[src/rtl/reg_logic_pipe.sv]
// reg_logic_pipe
//   Delays operand in1 through DEPTH register stages (each stage carries a
//   valid bit), then combines the chain tail with the live operand in2 using
//   a selectable bitwise op and registers the result.
//
// Ports
//   clk       : rising-edge clock
//   rst       : asynchronous active-high reset
//   en        : advance enable (0 = hold every register)
//   flush     : synchronous clear of all pipe contents, wins over en
//   in_valid  : qualifies in1 this cycle
//   in1       : delayed operand (WIDTH)
//   in2       : live operand, sampled at the output stage (WIDTH)
//   mode      : 00 AND, 01 OR, 10 XOR, 11 NAND, sampled with in2
//   out       : registered result (WIDTH)
//   out_valid : out is derived from a valid in1
//   fill_cnt  : number of valid entries in stages 0..DEPTH-1 (CW)
//
// Handshake: in_valid is a plain qualifier with no ready. When en=0 the
// input is ignored, so upstream must hold its item until en=1.
module reg_logic_pipe #(
  parameter  int WIDTH = 4,
  parameter  int DEPTH = 2,
  localparam int CW    = $clog2(DEPTH + 1)
) (
  input  logic             clk,
  input  logic             rst,
  input  logic             en,
  input  logic             flush,
  input  logic             in_valid,
  input  logic [WIDTH-1:0] in1,
  input  logic [WIDTH-1:0] in2,
  input  logic [1:0]       mode,
  output logic [WIDTH-1:0] out,
  output logic             out_valid,
  output logic [CW-1:0]    fill_cnt
);

  if (DEPTH < 1) begin : g_depth_chk
    $error("reg_logic_pipe: DEPTH must be at least 1");
  end

  localparam logic [1:0] MODE_AND  = 2'b00;
  localparam logic [1:0] MODE_OR   = 2'b01;
  localparam logic [1:0] MODE_XOR  = 2'b10;
  localparam logic [1:0] MODE_NAND = 2'b11;

  logic [DEPTH-1:0][WIDTH-1:0] stg_data_q, stg_data_d;
  logic [DEPTH-1:0]            stg_vld_q,  stg_vld_d;
  logic [WIDTH-1:0]            out_q,      out_d;
  logic                        out_vld_q,  out_vld_d;
  logic [CW-1:0]               fill_cnt_q, fill_cnt_d;

  logic [WIDTH-1:0]            tail_data;
  logic                        tail_vld;
  logic [WIDTH-1:0]            op_res;

  assign tail_data = stg_data_q[DEPTH-1];
  assign tail_vld  = stg_vld_q[DEPTH-1];

  // Bitwise op between chain tail and live operand; every mode is legal.
  always_comb begin
    op_res = tail_data & in2;
    case (mode)
      MODE_AND:  op_res = tail_data & in2;
      MODE_OR:   op_res = tail_data | in2;
      MODE_XOR:  op_res = tail_data ^ in2;
      MODE_NAND: op_res = ~(tail_data & in2);
      default:   op_res = tail_data & in2;
    endcase
  end

  always_comb begin
    stg_data_d = stg_data_q;
    stg_vld_d  = stg_vld_q;
    out_d      = out_q;
    out_vld_d  = out_vld_q;
    fill_cnt_d = fill_cnt_q;

    if (flush) begin
      stg_data_d = '0;
      stg_vld_d  = '0;
      out_d      = '0;
      out_vld_d  = 1'b0;
      fill_cnt_d = '0;
    end else if (en) begin
      // Bubbles enter as zero data so an invalid slot never leaks stale bits.
      stg_data_d[0] = in_valid ? in1 : '0;
      stg_vld_d[0]  = in_valid;
      for (int k = 1; k < DEPTH; k++) begin
        stg_data_d[k] = stg_data_q[k-1];
        stg_vld_d[k]  = stg_vld_q[k-1];
      end
      out_d     = op_res;
      out_vld_d = tail_vld;
      // A full chain always retires its tail on the same edge, so the count
      // never leaves 0..DEPTH and modular CW-bit arithmetic is exact.
      fill_cnt_d = fill_cnt_q + CW'(in_valid) - CW'(tail_vld);
    end
  end

  always_ff @(posedge clk or posedge rst) begin
    if (rst) begin
      stg_data_q <= '0;
      stg_vld_q  <= '0;
      out_q      <= '0;
      out_vld_q  <= 1'b0;
      fill_cnt_q <= '0;
    end else begin
      stg_data_q <= stg_data_d;
      stg_vld_q  <= stg_vld_d;
      out_q      <= out_d;
      out_vld_q  <= out_vld_d;
      fill_cnt_q <= fill_cnt_d;
    end
  end

  assign out       = out_q;
  assign out_valid = out_vld_q;
  assign fill_cnt  = fill_cnt_q;

endmodule
[config.mk]
export PLATFORM = sky130hd
export DESIGN_NAME = reg_logic_pipe
export DESIGN_NICKNAME = d
export VERILOG_FILES = /design/src/rtl/reg_logic_pipe.sv
export SDC_FILE = /design/constraint.sdc
export NUM_CORES = 1
export LEC_CHECK = 0
export ABC_AREA = 1
export CAP_MARGIN = 20
export CORE_UTILIZATION = 55
export CTS_BUF_LIST = sky130_fd_sc_hd__clkbuf_2
export CTS_CLUSTER_DIAMETER = 150
export DETAILED_ROUTE_END_ITERATION = 10
export GPL_ROUTABILITY_DRIVEN = 0
export MAX_ROUTING_LAYER = met4
export PLACE_DENSITY = 0.93
export SLEW_MARGIN = 0
export SYNTH_ARGS = -nofsm -noshare
export SYNTH_HDL_FRONTEND = slang
export SYNTH_SLANG_ARGS = --single-unit
[constraint.sdc]
create_clock -name clk -period 2.6 [get_ports clk]
set_clock_uncertainty 0.05 [all_clocks]
set_input_delay 0.52 -clock clk [delete_from_list [all_inputs] [get_ports clk]]
set_output_delay 0.52 -clock clk [all_outputs]
set_load 0.01 [all_outputs]
==> impl_metrics.toml, run 1 <==
[setup_path]
r2r-start = "fill_cnt[0]$_DFFE_PP0P_"
crit_slowest_cell = "clkdlybuf4s50_1"
cp_top_family = "buffers and inverters"
cp_cell_sequence = "clkdlybuf4s50_1"
cp_max_fo = 4
regToRegSetupSlack_ns = 1.30
crit_buf_inv = 1
worstRegToRegCells = 6
end_kind = "primary output"
reg2reg_to = "fill_cnt[0]$_DFFE_PP0P_"
worstSetupPathDepth = 1
cp-endpoint = "fill_cnt[1]"
cp.arrival_ns = 1.29
crit_type = "flop to primary output"
cp.required_ns = 2.03
critPathLaunchType = "flop"
crit_path_max_incr_delay_ns = 0.55
crit_start = "fill_cnt[1]$_DFFE_PP0P_"

[drt]
num_vias = 859
drt_first_iter_violations = 16
drc = 0
drt_wl_total_um = 1930
viasPerCell = 5.05
wl_per_cell_um = 11.4
drtPass1Iterations = 4
drtAntennaViolNets = 0

[finish]
drive_above_1_share = 0.0759
finalNetCount = 171
final_cell_area_sq_mm = 0.00124
antennaDiodeCount = 0
multiInputGateArea_sq_um = 443
area_delta_synth_final_pct = 23.1
regArea_sq_um = 425
final.fill_count = 139

[logic_synthesis]
synth_top_flop_cell = "dfrtp_1"
yosysSeqAreaShare = 0.421
ys_top_cells_by_count = "inv_1, nand2_1, nand3_1"
ys_async_sr_fraction = 1.00
yosysUniqueCellTypes = 17
synth-seq-cells = 17
yosys.area.top_type = "dfrtp_1"
syn-num-nets = 148
synth-edff-count = 0
synth_area_per_cell_sq_um = 8.22
yosysWarnings = 0
syn_area_sq_mm = 0.00101
synth_area_leaders = "dfrtp_1, ha_1, inv_1"
synth_most_common_cell = "inv_1"
synth.top_cell.area_share = 0.421
synthCells = 123

[global_route]
grt_max_degree = 18
grt_usage = 0.245
grt_overflow_total = 0
antenna_found_initial = 0
grt_pass1_vias = 777
grt_pass1_wl_um = 3250

[timing]
grt_setup_unrepaired = "false"
finalMaxSlewViolations = 0
worstMarginPinSlew_ns = 0.627
max_slew_margin = 0.582
whs_ns = 0.460
finalSetupViolations = 0
hold_violations = 0
fmax_ghz = 0.539
period_minus_slack_ns = 1.86
finalCritPeriodShare = 0.714
finalSetupTns_ns = 0

[cts]
cts_made_buffers = 3
cts_resized = 0
clock_path_buffers = 2
clock-sinks = 17
worst_skew_pair.late_latency_ns = 0.31
postCtsHoldBufs = 0
cts_setup_buffers = 0
htreeDepth = 1
cts_tree = "done"
root_buffer = "clkbuf_2"
path_clk_slew_ns = 0.17

[hold_path]
timing.hold.worst.class = "flop to flop"

[floorplanning]
core_area_sq_mm = 0.00173
die_area_sq_mm = 0.00201
rows = 15
die_y_um = 44.9
io_pins = 22
start_util = 0.586
die_w_um = 44.9

[outcome]
status = "finished, final reports clean"

[pwr]
ir_worst_vdd_v = 0.000296
powerDensity_mw_per_mm2 = 414
power.total_uw = 516
p_leak_nw = 0.633

[placed_design]
io_buffers = 21
hpwl_um = 1530
post_dp_cell_area_sq_mm = 0.00122

[job]
maxCapViolations = 0
## cell usage in the layout, fill, tap and decap left out
cell,synthesis,layout
o21ai_1,6,6
nand2_2,1,1
clkdlybuf4s50_1,0,21
a21oi_1,4,4
clkbuf_2,0,4
nor2_2,1,1
o22ai_1,5,5
o21ai_0,1,1
inv_4,1,1
inv_2,3,3
a21o_1,3,3
nand3_1,18,18
nand2_1,23,23
inv_1,26,26
ha_1,10,10
dfrtp_1,17,17
nor2_8,1,1
## report_power, final
group / switching (mW) / internal (mW)
Sequential: 0.00657 / 0.276
Clock: 0.0829 / 0.0408
Combinational: 0.0568 / 0.0527
Total: 0.146 / 0.370
## flip-flops by register name (all words and copies together), names as in the netlist
name        cells
fill_cnt        2
out             4
out_valid       1
stg_data_q      4
stg_vld_q       2
tail_data       4
## cells by family (layout without fill, tap and decap cells)
group	Yosys count	in the layout	share of synthesized area
buffers and inverters	33	55	0.141
adders and majority gates	10	10	0.124
and+or+nand+nor	44	44	0.207
DFF	17	17	0.421
AOI/OAI and AO/OA	19	19	0.108
## how the worst min path moves through the flow
stage	from	endpoint	slack (ns)	cells past startpoint
6_report	out[3]$_DFFE_PP0P_	out[3]$_DFFE_PP0P_	0.46	2
2_1_floorplan	rst	fill_cnt[0]$_DFFE_PP0P_	0.40	1
3_5_place_dp	out[3]$_DFFE_PP0P_	out[3]$_DFFE_PP0P_	0.42	2
3_3_place_gp	out[3]$_DFFE_PP0P_	out[3]$_DFFE_PP0P_	0.42	2
4_1_cts	out[3]$_DFFE_PP0P_	out[3]$_DFFE_PP0P_	0.46	2
5_1_grt	out[0]$_DFFE_PP0P_	out[0]$_DFFE_PP0P_	0.48	2
## metal layers
layer / vias to the layer above / routed length [um] / track usage
met5: - / 0 / -
met4: 0 / 85 / 0.164
met3: 9 / 80 / 0.0600
met2: 20 / 938 / 0.388
met1: 393 / 827 / 0.272
li1: 437 / - / -
## through the flow
| step | cells | util | worst slack, ns |
|---|---|---|---|
| 2_1_floorplan | 123 | - | 1.33 |
| 3_3_place_gp | 166 | 0.709 | 0.809 |
| 3_5_place_dp | 166 | 0.709 | 0.754 |
| 4_1_cts | 170 | 0.721 | 0.738 |
| 5_1_grt | 170 | 0.721 | 0.688 |
| 6_report | 170 | 0.721 | 0.744 |
## layout make-up
cell class              instances  area share
multi-input cells              73       0.356
flip-flops and latches         17       0.342
repair buffers                 21       0.169
inverters                      30      0.0925
well taps                      25      0.0251
clock buffers                   4      0.0161
No activity file was read; power rests on OpenSTA's default activity.
==> run 2: changes to the inputs <==
--- a/config.mk
+++ b/config.mk
@@ -7,13 +7,13 @@
 export LEC_CHECK = 0
 export ABC_AREA = 1
 export CAP_MARGIN = 20
-export CORE_UTILIZATION = 55
+export CORE_UTILIZATION = 52
 export CTS_BUF_LIST = sky130_fd_sc_hd__clkbuf_2
 export CTS_CLUSTER_DIAMETER = 150
 export DETAILED_ROUTE_END_ITERATION = 10
 export GPL_ROUTABILITY_DRIVEN = 0
 export MAX_ROUTING_LAYER = met4
-export PLACE_DENSITY = 0.93
+export PLACE_DENSITY = 0.89
 export SLEW_MARGIN = 0
 export SYNTH_ARGS = -nofsm -noshare
 export SYNTH_HDL_FRONTEND = slang
==> constraint.sdc (replaced) <==
create_clock -name clk -period 1.75 [get_ports clk]
set_clock_uncertainty 0.05 [all_clocks]
set_input_delay 0.35 -clock clk [delete_from_list [all_inputs] [get_ports clk]]
set_output_delay 0.35 -clock clk [all_outputs]
set_load 0.01 [all_outputs]
==> impl_metrics.toml, run 2 (synthesized netlist as in run 1, its figures left out) <==
[global_route]
grt_pass1_wl_um = 3230
grt_overflow_total = 0
grt_max_degree = 18
antenna_found_initial = 0
grt_pass1_vias = 793
grt_usage = 0.220

[setup_path]
crit_buf_inv = 1
cp_max_fo = 4
critPathLaunchType = "flop"
cp.required_ns = 1.35
cp.arrival_ns = 1.29
worstSetupPathDepth = 1
cp_cell_sequence = "clkdlybuf4s50_1"
end_kind = "primary output"
crit_type = "flop to primary output"
crit_slowest_cell = "clkdlybuf4s50_1"
cp_top_family = "buffers and inverters"
regToRegSetupSlack_ns = 0.47
crit_path_max_incr_delay_ns = 0.56
worstRegToRegCells = 6

[cts]
worst_skew_pair.late_latency_ns = 0.31
clock_path_buffers = 2
cts_setup_buffers = 0
cts_resized = 0
postCtsHoldBufs = 0
clock-sinks = 17
cts_tree = "done"
htreeDepth = 1
root_buffer = "clkbuf_2"
cts_made_buffers = 3
path_clk_slew_ns = 0.17

[floorplanning]
die_area_sq_mm = 0.00212
rows = 15
die_y_um = 46.1
core_area_sq_mm = 0.00178
die_w_um = 46.1
io_pins = 22
start_util = 0.567

[drt]
num_vias = 868
drt_first_iter_violations = 18
drtPass1Iterations = 5
drc = 0
drt_wl_total_um = 1910
wl_per_cell_um = 10.9
drtAntennaViolNets = 0
viasPerCell = 4.96

[timing]
period_minus_slack_ns = 1.69
whs_ns = 0.271
hold_violations = 0
finalSetupViolations = 0
finalSetupTns_ns = 0
grt_setup_unrepaired = "false"
worstMarginPinSlew_ns = 0.381
finalCritPeriodShare = 0.967
fmax_ghz = 0.591
max_slew_margin = 0.745
finalMaxSlewViolations = 0

[finish]
area_delta_synth_final_pct = 26.9
drive_above_1_share = 0.107
multiInputGateArea_sq_um = 443
antennaDiodeCount = 0
finalNetCount = 176
regArea_sq_um = 425
final_cell_mix = "inv_1, nand2_1, clkdlybuf4s50_1"
final.fill_count = 131
layout_commonest_cell = "inv_1"

[pwr]
ir_worst_vdd_v = 0.000411
powerDensity_mw_per_mm2 = 602
power.total_uw = 771
p_leak_nw = 0.656

[job]
maxCapViolations = 0

[placed_design]
hpwl_um = 1530
io_buffers = 21

[outcome]
status = "finished, final reports clean"

[hold_path]
timing.hold.worst.class = "input port to async pin"
## run 2: changes by cell type in the layout (fill, tap and decap cells not counted)
cell / change
buf_4: +5
## run 2: area by class of cell
| class | count | share of cell area |
|---|---|---|
| multi-input combinational | 73 | 0.345 |
| sequential | 17 | 0.332 |
| timing repair buffer | 26 | 0.193 |
| inverter | 30 | 0.0898 |
| tap | 25 | 0.0244 |
| clock buffer | 4 | 0.0156 |
## run 2: worst register-to-register path: stages (launching register included)
cell	delay, ns
dfrtp_1	0.38
inv_1	0.05
ha_1	0.27
inv_1	0.04
ha_1	0.26
nand2_1	0.06
o21ai_0	0.08
## run 2: path summary, 6_finish.rpt
| check | end | from |
|---|---|---|
| worst max-delay path | fill_cnt[1] | fill_cnt[1]$_DFFE_PP0P_ |
| worst min-delay path | out[2]$_DFFE_PP0P_ | rst |
| worst max register to register | fill_cnt[0]$_DFFE_PP0P_ | fill_cnt[0]$_DFFE_PP0P_ |
| worst min register to register | out[3]$_DFFE_PP0P_ | out[3]$_DFFE_PP0P_ |
| max in group asynchronous | tail_data[1]$_DFFE_PP0P_ | rst |
| min in group clk | out[3]$_DFFE_PP0P_ | out[3]$_DFFE_PP0P_ |
## run 2: where the power goes
part | switching (mW) | leakage [nW] | internal [mW]
Sequential | 0.00960 | 0.231 | 0.411
Clock | 0.120 | 0.0166 | 0.0605
Combinational | 0.0855 | 0.408 | 0.0856
Total | 0.215 | 0.656 | 0.557
## run 2: through the flow
stage / area, sq um / utilization / cells / setup slack [ns]
5_1_grt: 1280 / 0.719 / 175 / 0.00415
3_3_place_gp: 1260 / 0.708 / 171 / 0.154
6_report: 1280 / 0.719 / 175 / 0.0569
3_5_place_dp: 1260 / 0.708 / 171 / 0.0988
2_1_floorplan: 1010 / - / 123 / 0.481
4_1_cts: 1280 / 0.719 / 175 / 0.0435
## run 2: layer usage
| layer | up-vias | part of all wire | global-route usage |
|---|---|---|---|
| li1 | 444 | - | - |
| met1 | 394 | 0.46 | 0.263 |
| met2 | 28 | 0.50 | 0.366 |
| met3 | 2 | 0.037 | 0.0275 |
| met4 | 0 | 0.011 | 0.100 |
| met5 | - | 0 | - |
==> run 3: changes to the inputs <==
--- a/config.mk
+++ b/config.mk
@@ -7,13 +7,13 @@
 export LEC_CHECK = 0
 export ABC_AREA = 1
 export CAP_MARGIN = 20
-export CORE_UTILIZATION = 52
+export CORE_UTILIZATION = 55
 export CTS_BUF_LIST = sky130_fd_sc_hd__clkbuf_2
 export CTS_CLUSTER_DIAMETER = 150
 export DETAILED_ROUTE_END_ITERATION = 10
 export GPL_ROUTABILITY_DRIVEN = 0
 export MAX_ROUTING_LAYER = met4
-export PLACE_DENSITY = 0.89
+export PLACE_DENSITY = 0.93
 export SLEW_MARGIN = 0
 export SYNTH_ARGS = -nofsm -noshare
 export SYNTH_HDL_FRONTEND = slang
==> constraint.sdc (replaced) <==
create_clock -name clk -period 2.1 [get_ports clk]
set_clock_uncertainty 0.05 [all_clocks]
set_input_delay 0.42 -clock clk [delete_from_list [all_inputs] [get_ports clk]]
set_output_delay 0.42 -clock clk [all_outputs]
set_load 0.01 [all_outputs]
==> impl_metrics.toml, run 3 (synthesized netlist as in run 1, its figures left out) <==
[finish]
drive_above_1_share = 0.0822
fin_util = 0.725
finalNetCount = 172
final_cell_mix = "inv_1, nand2_1, clkdlybuf4s50_1"
multiInputGateArea_sq_um = 443
area_delta_synth_final_pct = 23.9
layout_commonest_cell = "inv_1"
regArea_sq_um = 425
final.fill_count = 143
antennaDiodeCount = 0

[floorplanning]
start_util = 0.586
io_pins = 22
core_area_sq_mm = 0.00173
die_area_sq_mm = 0.00201
die_w_um = 44.9
die_y_um = 44.9
rows = 15

[timing]
finalMaxSlewViolations = 0
worstMarginPinSlew_ns = 0.616
max_slew_margin = 0.589
grt_setup_unrepaired = "false"
period_minus_slack_ns = 1.76
finalSetupTns_ns = 0
finalSetupViolations = 0
hold_violations = 0
finalCritPeriodShare = 0.836
worst_slack_ns = 0.343
fmax_ghz = 0.569

[setup_path]
crit_slowest_cell = "clkdlybuf4s50_1"
cp_max_fo = 4
crit_path_max_incr_delay_ns = 0.55
regToRegSetupSlack_ns = 0.81
cp.required_ns = 1.63
cp.arrival_ns = 1.29
cp_top_family = "buffers and inverters"
end_kind = "primary output"
crit_type = "flop to primary output"
crit_buf_inv = 1
cp_cell_sequence = "clkdlybuf4s50_1"
critPathLaunchType = "flop"

[job]
maxCapViolations = 0

[cts]
postCtsHoldBufs = 0
root_buffer = "clkbuf_2"
clock_path_buffers = 2
cts_setup_buffers = 0
path_clk_slew_ns = 0.17
cts_tree = "done"
clock-sinks = 17
worst_skew_pair.late_latency_ns = 0.29
cts_made_buffers = 3
htreeDepth = 1
cts_resized = 0

[hold_path]
timing.hold.worst.class = "input port to async pin"

[drt]
drtAntennaViolNets = 0
drt_first_iter_violations = 23
drc = 0
drt-met1-wl_um = 797
viasPerCell = 4.98
num_vias = 852
wl_per_cell_um = 11.0
top_layer = "met4"
drtPass1Iterations = 4
route.met3.wl_um = 102
wl_met2_um = 933
drt_wl_total_um = 1880

[placed_design]
hpwl_um = 1470
io_buffers = 21
pre_cts_ws_ns = 0.394

[pwr]
powerDensity_mw_per_mm2 = 514
power.total_uw = 643
ir_worst_vdd_v = 0.000346
p_clk_frac = 0.240
combPwrFrac = 0.216
p_int_uw = 460
p_leak_nw = 0.637
power.share.switching = 0.285
p_seq_frac = 0.544
p_sw_uw = 184

[global_route]
grt_overflow_total = 0
grt_max_degree = 18
antenna_found_initial = 0
grt_usage = 0.217
grt_pass1_vias = 782
grt_pass1_wl_um = 3010

[outcome]
status = "finished, final reports clean"
-- run 3: cell count changes in the layout (fill, tap and decap cells not counted), sizes merged --
cell / change
buf: -4
-- run 3: through the flow --
step	cells	hold slack [ns]	instance area, sq um
2_1_floorplan	123	0.296	1010
3_3_place_gp	167	0.424	1230
3_5_place_dp	167	0.420	1230
4_1_cts	171	0.439	1250
5_1_grt	171	0.472	1250
6_report	171	0.400	1250
-- run 3: layout make-up --
type | count | area share
clock buffers | 4 | 0.0160
repair buffers | 22 | 0.174
well taps | 25 | 0.0250
multi-input cells | 73 | 0.354
flip-flops and latches | 17 | 0.340
inverters | 30 | 0.0919
-- run 3: final timing paths --
path / startpoint / endpoint / cells after the start
hold reg to reg: out[3]$_DFFE_PP0P_ / out[3]$_DFFE_PP0P_ / 2
min in group clk: out[3]$_DFFE_PP0P_ / out[3]$_DFFE_PP0P_ / 2
hold / removal: rst / out[3]$_DFFE_PP0P_ / 2
max in group asynchronous: rst / stg_data_q[1]$_DFFE_PP0P_ / 2
setup / recovery: fill_cnt[1]$_DFFE_PP0P_ / fill_cnt[1] / 1
setup reg to reg: fill_cnt[0]$_DFFE_PP0P_ / fill_cnt[0]$_DFFE_PP0P_ / 6
-- run 3: power groups by stage --
stage | sequential (mW) | clock (mW) | combinational [mW]
after floorplan | 0.359 | 0 | 0.0728
after global placement | 0.356 | 0 | 0.133
after detailed placement | 0.356 | 0 | 0.139
after CTS | 0.350 | 0.153 | 0.141
after global routing | 0.352 | 0.168 | 0.154
final | 0.350 | 0.155 | 0.139
-- run 3: routing by layer --
layer,vias up,track usage
met2,30,0.356
met1,383,0.249
met5,-,-
li1,432,-
met4,0,0.121
met3,7,0.0400
